`src/rtl/mem_port_arbiter_if.sv`:
```
// Core-side and memory-side handshake bundle for mem_port_arbiter.
// The slave modport is the arbiter; master is the environment (core plus memory).
`timescale 1ns/1ps
interface mem_port_arbiter_if #(
    parameter int unsigned ADDR_W = 32
);
    logic              imem_rd_en_i;
    logic [ADDR_W-1:0] imem_addr_i;
    logic              imem_busy_o;
    logic              imem_rdy_o;
    logic [31:0]       imem_rd_data_o;

    logic              dmem_rd_en_i;
    logic              dmem_wr_en_i;
    logic [ADDR_W-1:0] dmem_addr_i;
    logic [1:0]        dmem_wr_size_i;
    logic [31:0]       dmem_wr_data_i;
    logic              dmem_busy_o;
    logic              dmem_rdy_o;
    logic [31:0]       dmem_rd_data_o;

    logic              mem_req_o;
    logic              mem_we_o;
    logic [ADDR_W-1:0] mem_addr_o;
    logic [1:0]        mem_size_o;
    logic [31:0]       mem_wr_data_o;
    logic              mem_busy_i;
    logic              mem_rdy_i;
    logic [31:0]       mem_rd_data_i;

    modport slave (
        input  imem_rd_en_i, imem_addr_i,
        output imem_busy_o, imem_rdy_o, imem_rd_data_o,
        input  dmem_rd_en_i, dmem_wr_en_i, dmem_addr_i, dmem_wr_size_i, dmem_wr_data_i,
        output dmem_busy_o, dmem_rdy_o, dmem_rd_data_o,
        output mem_req_o, mem_we_o, mem_addr_o, mem_size_o, mem_wr_data_o,
        input  mem_busy_i, mem_rdy_i, mem_rd_data_i
    );

    modport master (
        output imem_rd_en_i, imem_addr_i,
        input  imem_busy_o, imem_rdy_o, imem_rd_data_o,
        output dmem_rd_en_i, dmem_wr_en_i, dmem_addr_i, dmem_wr_size_i, dmem_wr_data_i,
        input  dmem_busy_o, dmem_rdy_o, dmem_rd_data_o,
        input  mem_req_o, mem_we_o, mem_addr_o, mem_size_o, mem_wr_data_o,
        output mem_busy_i, mem_rdy_i, mem_rd_data_i
    );
endinterface

```
`src/rtl/mem_port_arbiter.sv`:
```
// Shares one memory port between instruction fetch and data access, one op in flight,
// dmem favoured but imem forced through after STARVE_LIMIT consecutive dmem wins.
`timescale 1ns/1ps
module mem_port_arbiter #(
    parameter int unsigned ADDR_W       = 32,
    parameter int unsigned STARVE_LIMIT = 4
) (
    input  logic              clk,
    input  logic              rst,
    mem_port_arbiter_if.slave bus
);
    localparam int unsigned CNT_W = $clog2(STARVE_LIMIT + 1);

    typedef enum logic [1:0] {S_IDLE, S_ISSUE, S_WAIT} state_t;
    typedef enum logic [1:0] {OWN_NONE, OWN_IMEM, OWN_DMEM} owner_t;

    state_t              r_state, w_next;
    owner_t              r_owner;
    logic [CNT_W-1:0]    r_starve_cnt;

    logic                r_imem_valid;
    logic [ADDR_W-1:0]   r_imem_addr;
    logic                r_dmem_valid;
    logic                r_dmem_we;
    logic [ADDR_W-1:0]   r_dmem_addr;
    logic [1:0]          r_dmem_size;
    logic [31:0]         r_dmem_wr_data;

    logic                r_mem_we;
    logic [ADDR_W-1:0]   r_mem_addr;
    logic [1:0]          r_mem_size;
    logic [31:0]         r_mem_wr_data;
    logic [31:0]         r_imem_rd_data;
    logic [31:0]         r_dmem_rd_data;

    logic                w_imem_cap, w_dmem_cap, w_imem_pend, w_dmem_pend;
    logic                w_grant, w_grant_imem, w_imem_done, w_dmem_done;
    logic                w_mem_we;
    logic [ADDR_W-1:0]   w_mem_addr;
    logic [1:0]          w_mem_size;
    logic [31:0]         w_mem_wr_data;

    // A pulse arriving in IDLE is visible to arbitration on the same edge it is captured.
    assign w_imem_cap  = bus.imem_rd_en_i & ~r_imem_valid;
    assign w_dmem_cap  = (bus.dmem_rd_en_i | bus.dmem_wr_en_i) & ~r_dmem_valid;
    assign w_imem_pend = r_imem_valid | w_imem_cap;
    assign w_dmem_pend = r_dmem_valid | w_dmem_cap;
    assign w_imem_done = (r_state == S_WAIT) & bus.mem_rdy_i & (r_owner == OWN_IMEM);
    assign w_dmem_done = (r_state == S_WAIT) & bus.mem_rdy_i & (r_owner == OWN_DMEM);

    always_ff @(posedge clk or posedge rst) begin
        if (rst) r_state <= S_IDLE;
        else     r_state <= w_next;
    end

    always_comb begin
        w_next       = r_state;
        w_grant      = 1'b0;
        w_grant_imem = 1'b0;
        case (r_state)
            S_IDLE: begin
                if ((w_imem_pend | w_dmem_pend) & ~bus.mem_busy_i) begin
                    w_grant      = 1'b1;
                    w_grant_imem = w_imem_pend &
                                   (~w_dmem_pend | (r_starve_cnt == CNT_W'(STARVE_LIMIT)));
                    w_next       = S_ISSUE;
                end
            end
            S_ISSUE: w_next = S_WAIT;
            S_WAIT:  if (bus.mem_rdy_i) w_next = S_IDLE;
            default: w_next = S_IDLE;
        endcase
    end

    // Winner's request fields, taken from the slot or straight from a same-cycle pulse.
    always_comb begin
        w_mem_we      = r_dmem_valid ? r_dmem_we      : bus.dmem_wr_en_i;
        w_mem_addr    = r_dmem_valid ? r_dmem_addr    : bus.dmem_addr_i;
        w_mem_size    = r_dmem_valid ? r_dmem_size    : bus.dmem_wr_size_i;
        w_mem_wr_data = r_dmem_valid ? r_dmem_wr_data : bus.dmem_wr_data_i;
        if (w_grant_imem) begin
            w_mem_we      = 1'b0;
            w_mem_addr    = r_imem_valid ? r_imem_addr : bus.imem_addr_i;
            w_mem_size    = 2'd2;
            w_mem_wr_data = 32'd0;
        end
    end

    always_ff @(posedge clk or posedge rst) begin
        if (rst) begin
            r_imem_valid   <= 1'b0;
            r_imem_addr    <= '0;
            r_dmem_valid   <= 1'b0;
            r_dmem_we      <= 1'b0;
            r_dmem_addr    <= '0;
            r_dmem_size    <= 2'd0;
            r_dmem_wr_data <= 32'd0;
        end else begin
            if (w_imem_done) r_imem_valid <= 1'b0;
            if (w_imem_cap) begin
                r_imem_valid <= 1'b1;
                r_imem_addr  <= bus.imem_addr_i;
            end
            if (w_dmem_done) r_dmem_valid <= 1'b0;
            if (w_dmem_cap) begin
                r_dmem_valid   <= 1'b1;
                r_dmem_we      <= bus.dmem_wr_en_i;
                r_dmem_addr    <= bus.dmem_addr_i;
                r_dmem_size    <= bus.dmem_wr_size_i;
                r_dmem_wr_data <= bus.dmem_wr_data_i;
            end
        end
    end

    always_ff @(posedge clk or posedge rst) begin
        if (rst) begin
            r_owner        <= OWN_NONE;
            r_starve_cnt   <= '0;
            r_mem_we       <= 1'b0;
            r_mem_addr     <= '0;
            r_mem_size     <= 2'd0;
            r_mem_wr_data  <= 32'd0;
            r_imem_rd_data <= 32'd0;
            r_dmem_rd_data <= 32'd0;
        end else begin
            if (w_grant) begin
                r_owner       <= w_grant_imem ? OWN_IMEM : OWN_DMEM;
                r_mem_we      <= w_mem_we;
                r_mem_addr    <= w_mem_addr;
                r_mem_size    <= w_mem_size;
                r_mem_wr_data <= w_mem_wr_data;
                if (w_grant_imem | ~w_imem_pend)
                    r_starve_cnt <= '0;
                else if (r_starve_cnt != CNT_W'(STARVE_LIMIT))
                    r_starve_cnt <= r_starve_cnt + CNT_W'(1);
            end else if (w_imem_done | w_dmem_done) begin
                r_owner <= OWN_NONE;
            end
            if (w_imem_done) r_imem_rd_data <= bus.mem_rd_data_i;
            if (w_dmem_done) r_dmem_rd_data <= bus.mem_rd_data_i;
        end
    end

    assign bus.imem_busy_o    = r_imem_valid;
    assign bus.imem_rdy_o     = w_imem_done;
    assign bus.imem_rd_data_o = w_imem_done ? bus.mem_rd_data_i : r_imem_rd_data;
    assign bus.dmem_busy_o    = r_dmem_valid;
    assign bus.dmem_rdy_o     = w_dmem_done;
    assign bus.dmem_rd_data_o = w_dmem_done ? bus.mem_rd_data_i : r_dmem_rd_data;
    assign bus.mem_req_o      = (r_state == S_ISSUE);
    assign bus.mem_we_o       = r_mem_we;
    assign bus.mem_addr_o     = r_mem_addr;
    assign bus.mem_size_o     = r_mem_size;
    assign bus.mem_wr_data_o  = r_mem_wr_data;

    // Requesters must not pulse while their slot is occupied.
    a_imem_no_pulse_busy: assert property (@(posedge clk) disable iff (rst)
        !(bus.imem_rd_en_i && r_imem_valid))
        else $error("imem request pulsed while busy");
    a_dmem_no_pulse_busy: assert property (@(posedge clk) disable iff (rst)
        !((bus.dmem_rd_en_i || bus.dmem_wr_en_i) && r_dmem_valid))
        else $error("dmem request pulsed while busy");
endmodule

```
`src/flat_wrapper.sv`:
```
// flat-port wrapper written by rule: the top's interface ports become plain ports
module mem_port_arbiter_flat 
#(
    parameter int unsigned ADDR_W       = 32,
    parameter int unsigned STARVE_LIMIT = 4
)
  (clk, rst, bus_imem_rd_en_i, bus_imem_addr_i, bus_imem_busy_o, bus_imem_rdy_o, bus_imem_rd_data_o, bus_dmem_rd_en_i, bus_dmem_wr_en_i, bus_dmem_addr_i, bus_dmem_wr_size_i, bus_dmem_wr_data_i, bus_dmem_busy_o, bus_dmem_rdy_o, bus_dmem_rd_data_o, bus_mem_req_o, bus_mem_we_o, bus_mem_addr_o, bus_mem_size_o, bus_mem_wr_data_o, bus_mem_busy_i, bus_mem_rdy_i, bus_mem_rd_data_i);
  mem_port_arbiter_if #(.ADDR_W(ADDR_W)) bus_i ();
  input  logic clk;
  input  logic rst;
  input wire logic [$bits(bus_i.imem_rd_en_i)-1:0] bus_imem_rd_en_i;
  input wire logic [$bits(bus_i.imem_addr_i)-1:0] bus_imem_addr_i;
  output wire logic [$bits(bus_i.imem_busy_o)-1:0] bus_imem_busy_o;
  output wire logic [$bits(bus_i.imem_rdy_o)-1:0] bus_imem_rdy_o;
  output wire logic [$bits(bus_i.imem_rd_data_o)-1:0] bus_imem_rd_data_o;
  input wire logic [$bits(bus_i.dmem_rd_en_i)-1:0] bus_dmem_rd_en_i;
  input wire logic [$bits(bus_i.dmem_wr_en_i)-1:0] bus_dmem_wr_en_i;
  input wire logic [$bits(bus_i.dmem_addr_i)-1:0] bus_dmem_addr_i;
  input wire logic [$bits(bus_i.dmem_wr_size_i)-1:0] bus_dmem_wr_size_i;
  input wire logic [$bits(bus_i.dmem_wr_data_i)-1:0] bus_dmem_wr_data_i;
  output wire logic [$bits(bus_i.dmem_busy_o)-1:0] bus_dmem_busy_o;
  output wire logic [$bits(bus_i.dmem_rdy_o)-1:0] bus_dmem_rdy_o;
  output wire logic [$bits(bus_i.dmem_rd_data_o)-1:0] bus_dmem_rd_data_o;
  output wire logic [$bits(bus_i.mem_req_o)-1:0] bus_mem_req_o;
  output wire logic [$bits(bus_i.mem_we_o)-1:0] bus_mem_we_o;
  output wire logic [$bits(bus_i.mem_addr_o)-1:0] bus_mem_addr_o;
  output wire logic [$bits(bus_i.mem_size_o)-1:0] bus_mem_size_o;
  output wire logic [$bits(bus_i.mem_wr_data_o)-1:0] bus_mem_wr_data_o;
  input wire logic [$bits(bus_i.mem_busy_i)-1:0] bus_mem_busy_i;
  input wire logic [$bits(bus_i.mem_rdy_i)-1:0] bus_mem_rdy_i;
  input wire logic [$bits(bus_i.mem_rd_data_i)-1:0] bus_mem_rd_data_i;
  assign bus_i.imem_rd_en_i = bus_imem_rd_en_i;
  assign bus_i.imem_addr_i = bus_imem_addr_i;
  assign bus_imem_busy_o = bus_i.imem_busy_o;
  assign bus_imem_rdy_o = bus_i.imem_rdy_o;
  assign bus_imem_rd_data_o = bus_i.imem_rd_data_o;
  assign bus_i.dmem_rd_en_i = bus_dmem_rd_en_i;
  assign bus_i.dmem_wr_en_i = bus_dmem_wr_en_i;
  assign bus_i.dmem_addr_i = bus_dmem_addr_i;
  assign bus_i.dmem_wr_size_i = bus_dmem_wr_size_i;
  assign bus_i.dmem_wr_data_i = bus_dmem_wr_data_i;
  assign bus_dmem_busy_o = bus_i.dmem_busy_o;
  assign bus_dmem_rdy_o = bus_i.dmem_rdy_o;
  assign bus_dmem_rd_data_o = bus_i.dmem_rd_data_o;
  assign bus_mem_req_o = bus_i.mem_req_o;
  assign bus_mem_we_o = bus_i.mem_we_o;
  assign bus_mem_addr_o = bus_i.mem_addr_o;
  assign bus_mem_size_o = bus_i.mem_size_o;
  assign bus_mem_wr_data_o = bus_i.mem_wr_data_o;
  assign bus_i.mem_busy_i = bus_mem_busy_i;
  assign bus_i.mem_rdy_i = bus_mem_rdy_i;
  assign bus_i.mem_rd_data_i = bus_mem_rd_data_i;
  mem_port_arbiter #(.ADDR_W(ADDR_W), .STARVE_LIMIT(STARVE_LIMIT)) u_core (.clk(clk), .rst(rst), .bus(bus_i));
endmodule
```
`config.mk`:
```
export PLATFORM = sky130hd
export DESIGN_NAME = mem_port_arbiter_flat
export DESIGN_NICKNAME = d
export VERILOG_FILES = /design/src/rtl/mem_port_arbiter_if.sv /design/src/rtl/mem_port_arbiter.sv /design/src/flat_wrapper.sv
export SDC_FILE = /design/constraint.sdc
export NUM_CORES = 1
export LEC_CHECK = 0
export BUFFER_PORTS_ARGS = -buffer_cell sky130_fd_sc_hd__buf_2
export CORE_ASPECT_RATIO = 2
export CORE_UTILIZATION = 53
export CTS_CLUSTER_DIAMETER = 60
export DETAILED_ROUTE_END_ITERATION = 7
export GPL_TIMING_DRIVEN = 0
export PLACE_DENSITY_LB_ADDON = 0.12
export SLEW_MARGIN = 30
export SYNTH_ARGS = -nofsm -noshare
export SYNTH_HDL_FRONTEND = slang
export SYNTH_SLANG_ARGS = --single-unit
```
`constraint.sdc`:
```
create_clock -name clk -period 7.9 [get_ports clk]
set_input_delay 0.395 -clock clk [delete_from_list [all_inputs] [get_ports clk]]
set_output_delay 0.395 -clock clk [all_outputs]
set_load 0.05 [all_outputs]
```
### Word level (Yosys, flattened, before mapping)

Index checks and enable logic that the tools add are counted.

| storage, ports and cells | value |
|---|---|
| logic and storage cells | 78 |
| input bits | 137 |
| output and inout bits | 136 |
| flip-flop bits (word level) | 239 |

| cells by class | value |
|---|---|
| $add $sub $neg | 1 |
| equal/unequal tests | 8 |
| reductions and logical operators | 7 |
| multiplexer cells | 27 |
| bitwise gates (word level) | 19 |

Operators with widths:

| cell | number |
|---|---|
| $mux 32 | 7 |
| $mux 2 | 7 |
| $mux 1 | 10 |
| $reduce_bool 2->1 | 4 |
| $and 1x1->1 | 7 |
| $or 1x1->1 | 7 |
| $mux 3 | 2 |
| $pmux 2 s3 | 1 |
| $not 1->1 | 5 |
| $eq 2x1->1 const B | 2 |
| $eq 2x2->1 const B | 2 |
| $reduce_and 2->1 | 2 |
| $add 3x1->3 const B | 1 |
| $eq 3x3->1 const B | 1 |
| $ne 3x3->1 const B | 1 |
| $logic_not 2->1 | 1 |
| $ne 2x1->1 const B | 1 |
| $ne 2x2->1 const B | 1 |

### Logic depth before layout (Yosys ltp)

| logic depth | value |
|---|---|
| depth after elaboration | 11 |
| mapped depth | 8 |
| mapped depth without buffers | 6 |

### Worst setup path after synthesis

OpenSTA, ideal clock, no wires.

| path | value |
|---|---|
| path kind | reg2out |
| start point | reg u_core.r_state[0] |
| end point | out bus_dmem_rd_data_o[23] |
| slack | 5,592 ps |
| path buffers | 1 |
| data required time | 7,505 ps |
| data arrival time | 1,913 ps |
| cell stages (with the launch flop) | 5 |
| cell sequence | dfrtp_1 -> nand3b_1 -> nor3b_2 -> buf_2 -> mux2_2 |

| between the ends | value |
|---|---|
| longest elaborated chain between the ends | 4 |

RTL lines:

| item | RTL line | text |
|---|---|---|
| from (decl) | mem_port_arbiter.sv:17 | `state_t r_state, w_next;` |
| from (signal assigned) | mem_port_arbiter.sv:53 | `else r_state <= w_next;` |
| $eq 2x2->1 | mem_port_arbiter.sv:49 | `assign w_dmem_done = (r_state == S_WAIT) & bus.mem_rdy_i & (r_owner == OWN_DMEM);` |
| $and 1x1->1 (2 in a row) | mem_port_arbiter.sv:49 |  |
| via bus_dmem_rdy_o | flat_wrapper.sv:22 | `output wire logic [$bits(bus_i.dmem_rdy_o)-1:0] bus_dmem_rdy_o;` |
| $mux 32 | mem_port_arbiter.sv:149 | `assign bus.dmem_rd_data_o = w_dmem_done ? bus.mem_rd_data_i : r_dmem_rd_data;` |
| to (decl) | flat_wrapper.sv:23 | `output wire logic [$bits(bus_i.dmem_rd_data_o)-1:0] bus_dmem_rd_data_o;` |

The timed path passes the listed nets, and every way through them passes these cells.

### Worst setup path in the final report

| path | value |
|---|---|
| start point | reg u_core.r_state[0] |
| end point | out bus_dmem_rd_data_o[26] |

| between the ends | value |
|---|---|
| longest elaborated chain between the ends | 4 |

RTL lines:

| item | RTL line |
|---|---|
| $eq 2x2->1 | mem_port_arbiter.sv:49 |
| $and 1x1->1 (2 in a row) | mem_port_arbiter.sv:49 |
| $mux 32 | mem_port_arbiter.sv:149 |

Every way passes these cells.

==> summary.txt <==
Outcome = completed
Flop pwr share = 33.9%
Num CTS Buffers = 22
WP data required = 7.51 ns
Sw Ratio = 43.66%
R2R setup slack = 5.68 ns
Worst setup path start = u_core.r_state[0]
CP startpoint kind = flip-flop
Setup violators final = 0
Most used DFF post-synth = dfrtp_1
Sw power = 2.667 mW
Xor and xnor area share after synthesis = 0%
CTS root buf = clkbuf_16
Synth area leaders = dfrtp_1 (58%), mux2_2 (21%), mux2i_1 (6.4%), a221o_1 (3.1%), nor4_1 (1.9%)
Unrepaired setup endpoints after global routing = false
Netlist Area Pre-Place = 10340 sq um
Slew headroom = 45.33%
Initial Util = 54.63%
Max-cap violations = 0
Reg-to-Reg End = u_core.bus.mem_wr_data_o[6]
Area grow syn2layout = 24.20%
Clock Latency Late Sink = 0.50 ns
Async SR Flop Fraction = 100.0%
Vias in the first global route = 7577
Crit Path Max Fanout = 10
First-pass GRT wire length = 38160 microns
Mapped Cells = 732
Total Neg Setup Slack = 0 ns
Final Critical Period = 3.098 ns
Largest family of logic cells by synthesized area = multiplexers
CTS tree = done
I/O Pins = 273
Most common cell after layout, fill and taps aside = buf_2
Final WL = 24470 microns
CP max stage delay = 0.55 ns
WS Path Type = flip-flop to primary output
Area share of fa/ha/maj cells after synthesis = 0.2421%
GR Util All Layers = 24.41%
Grt total ovfl = 0
Tcrit/Tclk final = 39.21%
DR pass1 iterations = 4
DRC Markers = 0
Initial antenna violation count = 0
Share of total power in the clock network = 17.9%
Synthesized net count = 871
VDD IR max = 0.3654 mV
Path depth of the worst reg2reg path = 7
H-tree depth = 1
Static Leakage = 6.568 nW
Commonest cells after routing, fill and taps aside = buf_2 (293), dfrtp_1 (239), mux2_2 (189)
Die Wd = 100.7 microns
Die Ht = 199.5 microns
Longest Clk Path Bufs = 3
Post-synth cell types = 35
ANT nets after route = 0
Worst Hold Class = input port to flip-flop
Clock Skews = 0.007059 ns
Via density = 5.404
Post-synthesis register bit count = 239
Post-DP HPWL = 17900 microns
# Post-CTS Setup Buffers = 0
Worst-margin pin slew = 0.8201 ns
Vias post-DR = 7036
Setup crit end kind = primary output
Worst setup path end = bus_dmem_rd_data_o[26]
Clock tree sinks = 239
Cell repeated most along the worst path = buf_2
Wire per inst = 18.79 microns
Comb pwr share = 48.2%
Share of layout cells above drive strength 1 = 53.49%
Global placement routability congestion = 0.7618
Die ar. = 20100 sq um
Fin. max-slew vios = 0
Nets@finish = 1170
Synth Area in Compound Gates = 6.573%
WP data arrival = 2.70 ns
Simple-Gate Fraction of Synth Area = 4.527%
Internal = 3.442 mW
Pwr dens = 475.9 nW/um^2
Reg2reg start = u_core.bus.dmem_busy_o
Setup WS post-layout = 4.802 ns
Place WS = 5.267 ns
CP cell instances = nand3b_1 > nor3b_2 > buf_2 > mux2_2 > buf_2
Largest net degree at the start of global routing = 90
Port Buffers = 272
Synth area leader = dfrtp_1
Seq/Total Area, Yosys = 57.86%
Core Footprint = 18920 sq um
Clk slew on worst S/H paths = 0.06 ns
Final hold vios = 0
Area share of the largest cell type after synthesis = 57.86%
Ys Warns = 0
Post-Syn Area per Cell = 14.12 sq um
Fmax = 0.3228 GHz
Initial drt markers = 161
Slowest CP cell = nor3b_2
Number of flops mapped to enable cells by yosys = 0
Post-synthesis mux area share = 27.64%
Rows = 71
[synth_stat cells (all sizes together), types with 3 or more instances]
cell type	instances
inv	6
mux2i	66
mux2	195
a21oi	3
nor3b	3
nor4	32
a221o	32
buf	36
dfrtp	239
clkbuf	18
nand2	38
nor2b	3
o21ai	41
[cell type report]
cell class | count | area, sq um
Buffer | 54 | 304.0
Clock inverter | 6 | 83.83
Fill cell | 1496 | 6085
Clock buffer | 32 | 659.4
Tap cell | 255 | 319.1
Sequential cell | 239 | 5981
Antenna cell | 2 | 5.005
Inverter | 6 | 30.03
Timing Repair Buffer | 275 | 1426
Multi-Input combinational cell | 433 | 4029
[power groups by stage]
stage / logic, mW / clock network [mW] / registers [mW]
2_1_floorplan: 1.78 / 0 / 2.59
3_3_place_gp: 2.92 / 0 / 2.06
3_5_place_dp: 2.96 / 0 / 2.09
4_1_cts: 2.97 / 1.12 / 2.07
5_1_grt: 3.12 / 1.15 / 2.14
6_report: 2.94 / 1.09 / 2.07
[flip-flops by register name, summed over array words and instances, names as in the netlist, 3 cells and up]
name                      count
u_core.bus.mem_addr_o        32
u_core.bus.mem_wr_data_o     32
u_core.r_dmem_addr           32
u_core.r_dmem_rd_data        32
u_core.r_dmem_wr_data        32
u_core.r_imem_addr           32
u_core.r_imem_rd_data        32
u_core.r_starve_cnt           3
[through the flow]
| step | utilization (%) | power, mW | instances | hold WS [ns] | instance area (sq um) |
|---|---|---|---|---|---|
| 2_1_floorplan | - | 4.370 | 732 | 0.4585 | 10340 |
| 3_3_place_gp | 63.51 | 4.979 | 1259 | 0.4556 | 12020 |
| 3_5_place_dp | 63.84 | 5.051 | 1261 | 0.4656 | 12080 |
| 4_1_cts | 67.82 | 6.160 | 1300 | 0.1035 | 12830 |
| 5_1_grt | 67.82 | 6.415 | 1300 | 0.1241 | 12830 |
| 6_report | 67.84 | 6.109 | 1302 | 0.1205 | 12840 |
[logic make-up after synthesis]
family / count (synthesis)
multiplexers: 261
flip-flops: 239
adder cells (fa/ha/maj): 2
AO/OA/AOI/OAI: 82
AND/OR/NAND/NOR: 88
buffers and inverters: 60
[repair_timing]
action | 4_1_cts | 5_1_grt
endpoints found under the hold margin | 25 | 0
hold buffers | 1 | 0
resized for setup | 0 | 0
setup endpoints to repair | 0 | 0
[worst max-delay path: cells and delay by family (launching register included)]
family	cells	cell delay, ns
AND/OR/NAND/NOR	2	0.80
buffers and inverters	2	0.59
flip-flops	1	0.41
multiplexers	1	0.39
[worst min-delay path by stage]
| stage | to | slack [ns] | cells after the start | from |
|---|---|---|---|---|
| after floorplan | u_core.r_imem_addr[13] | 0.46 | 1 | u_core.r_imem_addr[13] |
| after global routing | u_core.r_imem_addr[4] | 0.12 | 2 | bus_imem_addr_i[4] |
| after CTS | u_core.r_imem_addr[4] | 0.10 | 2 | bus_imem_addr_i[4] |
| final | u_core.r_imem_addr[4] | 0.12 | 2 | bus_imem_addr_i[4] |
| after detailed placement | u_core.bus.mem_wr_data_o[20] | 0.47 | 2 | u_core.bus.mem_wr_data_o[20] |
| after global placement | u_core.bus.mem_wr_data_o[15] | 0.46 | 2 | u_core.bus.mem_wr_data_o[15] |
[metal layers]
| metal | GRT usage (%) | routed length [microns] | up-vias |
|---|---|---|---|
| met5 | 0 | 0 | - |
| met4 | 9.179 | 747 | 0 |
| met3 | 4.897 | 1320 | 42 |
| met2 | 44.82 | 13340 | 194 |
| met1 | 27.44 | 9067 | 3530 |
| li1 | - | - | 3270 |
Note: power is estimated with default switching activity, not from simulation.
